## config.mk

```make
export PLATFORM = sky130hd
export DESIGN_NAME = sliding_window_buffer_flat
export DESIGN_NICKNAME = d
export VERILOG_FILES = /design/src/rtl/sliding_window_buffer_if.sv /design/src/rtl/sliding_window_buffer.sv /design/src/flat_wrapper.sv
export SDC_FILE = /design/constraint.sdc
export NUM_CORES = 1
export LEC_CHECK = 0
export BUFFER_PORTS_ARGS = -buffer_cell sky130_fd_sc_hd__buf_4
export CAP_MARGIN = 20
export CORE_UTILIZATION = 57
export CTS_BUF_LIST = sky130_fd_sc_hd__clkbuf_16
export CTS_CLUSTER_SIZE = 28
export DETAILED_ROUTE_END_ITERATION = 16
export PLACE_DENSITY_LB_ADDON = 0.2
export SLEW_MARGIN = 20
export SYNTH_ARGS = -nofsm -noshare
export SYNTH_HDL_FRONTEND = slang
export SYNTH_SLANG_ARGS = --single-unit
```

## constraint.sdc

```tcl
create_clock -name clk -period 2 [get_ports clk]
set_clock_uncertainty 0.1 [all_clocks]
set_input_delay 0.1 -clock clk [delete_from_list [all_inputs] [get_ports clk]]
set_output_delay 0.1 -clock clk [all_outputs]
set_load 0.02 [all_outputs]
```

## src/rtl/sliding_window_buffer_if.sv

```systemverilog
// Bus between the pixel loader / convolution stage and the sliding window buffer.
// Handshake: the loader may drive load_enable with input_pixels whenever it likes; the
// tile is taken at the rising edge only if load_ready was 1 in that cycle, otherwise
// it is dropped. calc_done advances the window at the edge only if window_valid was 1
// in that cycle. tile_done is a one-cycle pulse, seen the cycle after the last window
// of a tile was consumed.
interface sliding_window_buffer_if #(
   parameter int PIX_W = 4,
   parameter int TILE  = 4,
   parameter int KERN  = 3
);
   localparam int NPOS  = TILE - KERN + 1;
   localparam int IDX_W = (NPOS > 1) ? $clog2(NPOS) : 1;

   logic                                 load_enable;
   logic [TILE-1:0][TILE-1:0][PIX_W-1:0] input_pixels;
   logic                                 calc_done;
   logic [KERN-1:0][KERN-1:0][PIX_W-1:0] output_pixels;
   logic                                 window_valid;
   logic                                 load_ready;
   logic [IDX_W-1:0]                     row_idx;
   logic [IDX_W-1:0]                     col_idx;
   logic                                 tile_done;

   // Loader / consumer side.
   modport master (
      output load_enable, input_pixels, calc_done,
      input  output_pixels, window_valid, load_ready, row_idx, col_idx, tile_done
   );

   // Buffer side.
   modport slave (
      input  load_enable, input_pixels, calc_done,
      output output_pixels, window_valid, load_ready, row_idx, col_idx, tile_done
   );
endinterface

```

## src/rtl/sliding_window_buffer.sv

```systemverilog
// Double-banked tile buffer presenting a KERN x KERN window that raster-scans a
// TILE x TILE tile. The shadow bank takes the next tile while the active one is
// consumed; the swap happens on the edge that consumes the last window.
module sliding_window_buffer #(
   parameter int PIX_W = 4,
   parameter int TILE  = 4,
   parameter int KERN  = 3
) (
   input  logic                 clk,
   input  logic                 n_rst,
   sliding_window_buffer_if.slave bus,
   output logic [1:0]           state_dbg
);
   localparam int NPOS  = TILE - KERN + 1;
   localparam int IDX_W = (NPOS > 1) ? $clog2(NPOS) : 1;
   localparam int TW    = (TILE > 1) ? $clog2(TILE) : 1;
   localparam logic [IDX_W-1:0] LAST_IDX = IDX_W'(NPOS - 1);

   typedef logic [TILE-1:0][TILE-1:0][PIX_W-1:0] tile_t;

   typedef enum logic [1:0] {
      EMPTY   = 2'd0,
      ACTIVE  = 2'd1,
      PENDING = 2'd2
   } state_t;

   state_t           state_q, state_d;
   tile_t            active_q, active_d;
   tile_t            shadow_q, shadow_d;
   logic [IDX_W-1:0] row_q, row_d;
   logic [IDX_W-1:0] col_q, col_d;
   logic             tile_done_q, tile_done_d;

   logic             win_valid;
   logic             advance;
   logic [TW-1:0]    r_sel;
   logic [TW-1:0]    c_sel;

   assign win_valid = (state_q != EMPTY);
   assign advance   = bus.calc_done && win_valid;

   // State, banks and window position registers.
   always_ff @(posedge clk) begin
      if (!n_rst) begin
         state_q     <= EMPTY;
         active_q    <= '0;
         shadow_q    <= '0;
         row_q       <= '0;
         col_q       <= '0;
         tile_done_q <= 1'b0;
      end else begin
         state_q     <= state_d;
         active_q    <= active_d;
         shadow_q    <= shadow_d;
         row_q       <= row_d;
         col_q       <= col_d;
         tile_done_q <= tile_done_d;
      end
   end

   // Next state: loads first, then the window advance; the swap only looks at state_q,
   // so a load landing in the same cycle as a swap in PENDING is simply dropped.
   always_comb begin
      state_d     = state_q;
      active_d    = active_q;
      shadow_d    = shadow_q;
      row_d       = row_q;
      col_d       = col_q;
      tile_done_d = 1'b0;

      case (state_q)
         EMPTY: begin
            if (bus.load_enable) begin
               active_d = bus.input_pixels;
               state_d  = ACTIVE;
               row_d    = '0;
               col_d    = '0;
            end
         end
         ACTIVE: begin
            if (bus.load_enable) begin
               shadow_d = bus.input_pixels;
               state_d  = PENDING;
            end
         end
         default: ;
      endcase

      if (advance) begin
         if (col_q != LAST_IDX) begin
            col_d = col_q + 1'b1;
         end else begin
            col_d = '0;
            if (row_q != LAST_IDX) begin
               row_d = row_q + 1'b1;
            end else begin
               row_d       = '0;
               tile_done_d = 1'b1;
               if (state_q == PENDING) begin
                  active_d = shadow_q;
                  state_d  = ACTIVE;
               end
            end
         end
      end
   end

   // Window extraction straight from the active bank; forced to zero with no tile.
   always_comb begin
      bus.output_pixels = '0;
      r_sel             = '0;
      c_sel             = '0;
      if (win_valid) begin
         for (int i = 0; i < KERN; i++) begin
            for (int j = 0; j < KERN; j++) begin
               r_sel = TW'(row_q) + TW'(i);
               c_sel = TW'(col_q) + TW'(j);
               bus.output_pixels[i][j] = active_q[r_sel][c_sel];
            end
         end
      end
   end

   assign bus.window_valid = win_valid;
   assign bus.load_ready   = (state_q != PENDING);
   assign bus.row_idx      = row_q;
   assign bus.col_idx      = col_q;
   assign bus.tile_done    = tile_done_q;
   assign state_dbg        = state_q;
endmodule

```

## src/flat_wrapper.sv

```systemverilog
// flat-port wrapper written by rule: the top's interface ports become plain ports
module sliding_window_buffer_flat 
#(
   parameter int PIX_W = 4,
   parameter int TILE  = 4,
   parameter int KERN  = 3
)
  (clk, n_rst, state_dbg, bus_load_enable, bus_input_pixels, bus_calc_done, bus_output_pixels, bus_window_valid, bus_load_ready, bus_row_idx, bus_col_idx, bus_tile_done);
  sliding_window_buffer_if #(.PIX_W(PIX_W), .TILE(TILE), .KERN(KERN)) bus_i ();
  input  logic clk;
  input  logic n_rst;
  output logic [1:0] state_dbg;
  input wire logic [$bits(bus_i.load_enable)-1:0] bus_load_enable;
  input wire logic [$bits(bus_i.input_pixels)-1:0] bus_input_pixels;
  input wire logic [$bits(bus_i.calc_done)-1:0] bus_calc_done;
  output wire logic [$bits(bus_i.output_pixels)-1:0] bus_output_pixels;
  output wire logic [$bits(bus_i.window_valid)-1:0] bus_window_valid;
  output wire logic [$bits(bus_i.load_ready)-1:0] bus_load_ready;
  output wire logic [$bits(bus_i.row_idx)-1:0] bus_row_idx;
  output wire logic [$bits(bus_i.col_idx)-1:0] bus_col_idx;
  output wire logic [$bits(bus_i.tile_done)-1:0] bus_tile_done;
  assign bus_i.load_enable = bus_load_enable;
  assign bus_i.input_pixels = bus_input_pixels;
  assign bus_i.calc_done = bus_calc_done;
  assign bus_output_pixels = bus_i.output_pixels;
  assign bus_window_valid = bus_i.window_valid;
  assign bus_load_ready = bus_i.load_ready;
  assign bus_row_idx = bus_i.row_idx;
  assign bus_col_idx = bus_i.col_idx;
  assign bus_tile_done = bus_i.tile_done;
  sliding_window_buffer #(.PIX_W(PIX_W), .TILE(TILE), .KERN(KERN)) u_core (.clk(clk), .n_rst(n_rst), .bus(bus_i), .state_dbg(state_dbg));
endmodule
```

### Word level (Yosys, flattened, before mapping)

Cells that the tools add are included.

| storage, ports and cells | value |
|---|---|
| register bits after elaboration | 133 |
| input bits | 68 |
| output and inout port bits | 43 |
| logic and storage cells | 107 |

| cells by class | value |
|---|---|
| add/sub/neg operators | 6 |
| magnitude comparators | 6 |
| equal/unequal tests | 3 |
| muxes and demuxes | 48 |
| reduce and logical (&&, ||, !) cells | 8 |

Operators with widths:

| kind | number |
|---|---|
| two-way mux 64 bit | 6 |
| binary-select mux 16 bit (select 2 bit) | 2 |
| two-way mux 16 bit | 4 |
| binary-select mux 4 bit (select 2 bit) | 6 |
| two-way mux 4 bit | 12 |
| two-way mux 36 bit | 1 |
| less-than comparator 2 x 3 -> 1 bit (second input constant) | 4 |
| two-way mux 2 bit | 6 |
| two-way mux 1 bit | 10 |
| less-than comparator 1 x 3 -> 1 bit (second input constant) | 2 |
| nonzero test 2 bit | 3 |
| adder 1 x 1 -> 2 bit (second input constant) | 2 |
| adder 1 x 2 -> 2 bit (second input constant) | 2 |
| case mux 2 bit (2 select lines) | 1 |
| AND reduction 2 bit | 2 |
| AND reduction 3 bit | 1 |
| adder 1 bit (second input constant) | 2 |
| == test 2 x 1 -> 1 bit (second input constant) | 1 |
| == test 2 bit (second input constant) | 1 |
| logical NOT 2 bit | 1 |
| inequality test 2 bit (second input constant) | 1 |
| logical AND 1 bit | 1 |

### Logic depth before layout (Yosys ltp)

| logic depth | value |
|---|---|
| depth after elaboration | 6 |
| depth in mapped cells | 6 |
| gate-level depth less buffers | 3 |

### Worst setup path before layout

OpenSTA, ideal clock, no wires.

| timing path | value |
|---|---|
| path type | register to output |
| start point | register u_core.col_q (netlist: u_core.bus.col_idx) |
| end point | output bus_output_pixels[29] |
| arrival time | 1.584 ns |
| required time | 1.800 ns |
| path slack | 0.216 ns |
| cell stages (with the launch flop) | 6 |
| path buffers | 3 |
| path through | dfxtp_1 > buf_4 > buf_2 > buf_2 > mux4_2 > nor2b_1 |

| on the way | value |
|---|---|
| word-level cells in the longest chain between the ends | 4 |

RTL lines:

| item | RTL line | source |
|---|---|---|
| from (decl) | sliding_window_buffer.sv:31 | `logic [IDX_W-1:0] col_q, col_d;` |
| from (signal assigned) | sliding_window_buffer.sv:56 | `col_q <= col_d;` |
| adder 1 x 1 -> 2 bit | sliding_window_buffer.sv:117 | `c_sel = TW'(col_q) + TW'(j);` |
| binary-select mux 4 bit (select 2 bit) | sliding_window_buffer.sv:118 | `bus.output_pixels[i][j] = active_q[r_sel][c_sel];` |
| two-way mux 4 bit (not written as such) | sliding_window_buffer.sv:118 |  |
| two-way mux 36 bit | sliding_window_buffer.sv:113 | `if (win_valid) begin` |
| to (decl) | flat_wrapper.sv:16 | `output wire logic [$bits(bus_i.output_pixels)-1:0] bus_output_pixels;` |

No other way between the ends. The select of a mux whose other input is x is not followed.

### Worst setup path in the final report

| timing path | value |
|---|---|
| start point | register u_core.row_q (netlist: u_core.bus.row_idx) |
| end point | output bus_output_pixels[5] |

| on the way | value |
|---|---|
| word-level cells in the longest chain between the ends | 5 |

RTL lines:

| item | RTL line | source |
|---|---|---|
| from (decl) | sliding_window_buffer.sv:30 | `logic [IDX_W-1:0] row_q, row_d;` |
| from (signal assigned) | sliding_window_buffer.sv:55 | `row_q <= row_d;` |
| two-way mux 16 bit (2 in series) | n/a |  |
| binary-select mux 4 bit (select 2 bit) | sliding_window_buffer.sv:118 |  |
| two-way mux 4 bit (not written as such) | sliding_window_buffer.sv:118 |  |
| two-way mux 36 bit | sliding_window_buffer.sv:113 |  |

No other way between the ends. The select of a mux whose other input is x is not followed.

==> impl_metrics.py <==
metrics = {
    "placed_design": {
        "port_buffers": 110,
        "dp_cells": 950,
        "dpl_hpwl_mm": 11.7,
        "routability_cong": 0.843,
        "placedInstanceArea_sq_um": 7460,
    },
    "setup_path": {
        "r2r.worst_path.cells": 5,
        "cpPeakStageDelay_ns": 0.51,
        "regToRegStartpoint": "u_core.bus.col_idx$_SDFFE_PN0P_",
        "path_class": "register to primary output",
        "critPathLaunchType": "register",
        "path_cells": "clkbuf_16 > mux4_2 > nor2b_1 > buf_4",
        "path_max_fanout": 6,
        "worst_reg2reg_setup_slack_ns": 0.16,
        "cell_type_of_the_slowest_stage_on_the_worst_timing_path": "mux4_2",
        "timing.critical_path.required_ns": 1.80,
        "critPathCaptureType": "primary output",
        "worst-endpoint-arrival_ns": 1.87,
        "timing.critical_path.from": "u_core.bus.row_idx$_SDFF_PN0_",
    },
    "grt": {
        "grt.met2_usage_pct": 58.6,
        "first_global_vias": 6502,
        "grt.total_usage_pct": 36.0,
        "grt_max_degree": 66,
        "grt_use_met3_pct": 8.42,
        "grt_overflow_total": 0,
        "grt_util_met1_pct": 45.5,
        "grt_antenna_before_repair": 0,
        "most_used_routing_layer": "met2",
        "grt_pass1_wl_mm": 32.6,
    },
    "floorplanning": {
        "dieArea_sq_um": 12000,
        "die_w_um": 109,
        "initial_core_util_pct": 59.6,
        "placementRows": 38,
        "fp.dieH_um": 109,
        "coreArea_sq_um": 11000,
        "boundaryPins": 111,
    },
    "yosys": {
        "yosys.area.top_type": "dfxtp_1",
        "synthesis.nets": 826,
        "yosys_most_used_dff": "dfxtp_1",
        "ys.warnings.count": 0,
        "number_of_flops_mapped_to_enable_cells_by_yosys": 0,
        "number_of_synthesized_register_bits": 133,
        "post_synth.cell_area_avg_sq_um": 8.67,
        "syn_area_sq_um": 6570,
        "synth.yosys.seq_area_share_pct": 40.5,
        "syn-instance-count": 758,
        "synth_cell_types": 32,
        "leading_cell_types_by_count_after_synthesis": "nand2_1 (257), dfxtp_1 (133), a21oi_1 (64), nor3_1 (64), a311oi_1 (44)",
        "synth_most_common_cell": "nand2_1",
        "area_share_of_the_largest_cell_type_after_synthesis_pct": 40.5,
        "ys_async_sr_fraction_pct": 0,
        "post_synth_main_area_contributors": "dfxtp_1 (41%), nand2_1 (15%), mux4_2 (12%)",
    },
    "sta": {
        "grt_setup_unrepaired": "yes",
        "worst-slew-pin-transition_ns": 0.476,
        "finalCritPeriodShare_pct": 104,
        "setup_tns_ns": -1.19,
        "setup_viol": 33,
        "timing.max_slew.rel_slack_pct": 68.3,
        "maxClockFrequency_mhz": 482,
        "final_hold_viol_count": 0,
        "worst_slack_ns": -0.0741,
        "finalMaxSlewViolations": 0,
        "timing.final.crit_period_ns": 2.07,
    },
    "final_layout": {
        "cell_count_final_fillers_out": 1057,
        "final_net_count": 972,
        "antenna_cells": 0,
        "final_cell_area_sq_um": 9030,
        "synthToLayoutAreaGrowth_pct": 37.5,
        "drive_gt1_share_pct": 26.3,
        "layout.filler_cells": 657,
        "finalCoreUtilization_pct": 81.9,
    },
    "flow_run": {
        "max_cap_viol_count": 0,
    },
    "clock_network": {
        "clk_path_buf_depth": 2,
        "clock_tree_from_tritoncts": "built",
        "cts_root_buffer": "clkbuf_16",
        "cts-buffers-inserted": 17,
        "cts.clk_slew.worst_paths_ns": 0.06,
        "htreeDepth": 4,
        "numClockSinks": 133,
        "clock_insertion_delay_worst_skew_ns": 0.42,
    },
    "drt": {
        "total_number_of_vias": 6704,
        "drc": 0,
        "finalWirelength_mm": 21.1,
        "drt_pre_antenna_iters": 7,
        "ant_nets_after_route": 0,
        "drt-vias-per-instance": 6.34,
        "drt-wirelength-per-cell_um": 20.0,
        "first_iter_violations": 866,
    },
    "power": {
        "cell_internal_pwr_mw": 5.67,
        "powerDensity_nw_per_um2": 838,
        "design_power_total_mw": 7.57,
        "power_frac_clock_pct": 46.2,
        "peakVddDrop_mv": 0.766,
        "switching_share_pct": 25.1,
        "total_switching_power_mw": 1.90,
        "power.sequential.fraction_pct": 38.7,
        "pwr-share-comb_pct": 15.1,
        "p_leak_nw": 3.30,
    },
    "outcome": {
        "outcome": "finished, violations left",
        "failed_checks": "negative setup slack",
    },
    "hold_path": {
        "hold_path.class": "primary input to register",
        "hold_path_cells": 4,
        "worstHoldStart": "bus_calc_done",
    },
}
cell usage in the layout, fill, tap and decap left out, drive strengths merged:
cell type	count
a21boi	1
a21oi	64
a22oi	1
a311oi	64
a31oi	1
and3	1
and3b	1
buf	136
bufbuf	1
bufinv	6
clkbuf	19
clkinv	10
dfxtp	133
dlygate4sd3	66
inv	3
mux4	36
nand2	257
nand2b	1
nand3	1
nand3b	1
nand4b	1
nor2	3
nor2b	36
nor3	64
nor3b	2
o211a	1
o21a	1
o21ai	1
o21bai	1
o2bb2ai	1
or2	1
or3	1
or3b	1
what timing repair did:
item,CTS,global route
endpoints found under the setup margin,35,36
gates resized for setup,9,14
gates cloned,3,2
setup buffers,1,3
hold buffers,66,0
hold endpoints to repair,132,0
worst max-delay path: cells and delay by family (launching register included):
family	cells	cell delay [ns]
mux	1	0.51
buf+inv	2	0.36
simple gates	1	0.15
flops	1	0.44
state kept, by name, summed over array words and instances, names as in the netlist:
| register | flops |
|---|---|
| u_core.bus.col_idx | 1 |
| u_core.shadow_q | 64 |
| u_core.bus.row_idx | 1 |
| u_core.active_q | 64 |
| u_core.bus.tile_done | 1 |
| u_core.state_dbg | 2 |
layout make-up:
cell class              count  area, sq um  area share [%]
clock buffers              17          425            4.71
clock inverters            15          235            2.60
inverters                   4         17.5           0.194
multi-input cells         543         3540            39.2
flip-flops and latches    133         2670            29.6
well taps                 140          175            1.94
repair buffers            205         1970            21.8
per-layer routing:
layer | share of wire (%) | wire (um)
met5 | 0 | 0
met4 | 3.0 | 630
met3 | 10 | 2120
met2 | 49 | 10300
met1 | 38 | 8020
power groups by stage:
stage	Combinational [mW]	Sequential, mW	Clock, mW
after floorplan	0.624	2.92	0
after global placement	0.927	2.97	0
after CTS	1.09	2.92	3.49
after detailed placement	0.952	2.97	0
after global routing	1.21	2.94	3.64
final	1.14	2.93	3.50
cell families (layout without fill, tap and decap cells):
family | after synthesis | after routing | synth area share (%)
mux | 36 | 36 | 12.3
simple gates | 371 | 371 | 24.4
buf+inv | 82 | 241 | 6.47
flops | 133 | 133 | 40.5
compound gates | 136 | 136 | 16.2
through the flow:
stage               setup slack [ns]  hold slack [ns]
finish                       -0.0741           0.0306
CTS                          -0.0621           0.0101
global placement               0.335            0.256
detailed placement             0.257            0.253
global route                  -0.106           0.0392
floorplan                      0.216            0.118
worst paths after layout:
kind,to
hold / removal,u_core.bus.row_idx$_SDFF_PN0_
setup / recovery,bus_output_pixels[5]
hold reg to reg,u_core.shadow_q[60]$_SDFFE_PN0P_
setup reg to reg,u_core.active_q[58]$_SDFF_PN0_
Power figures use the tool's default switching activity.
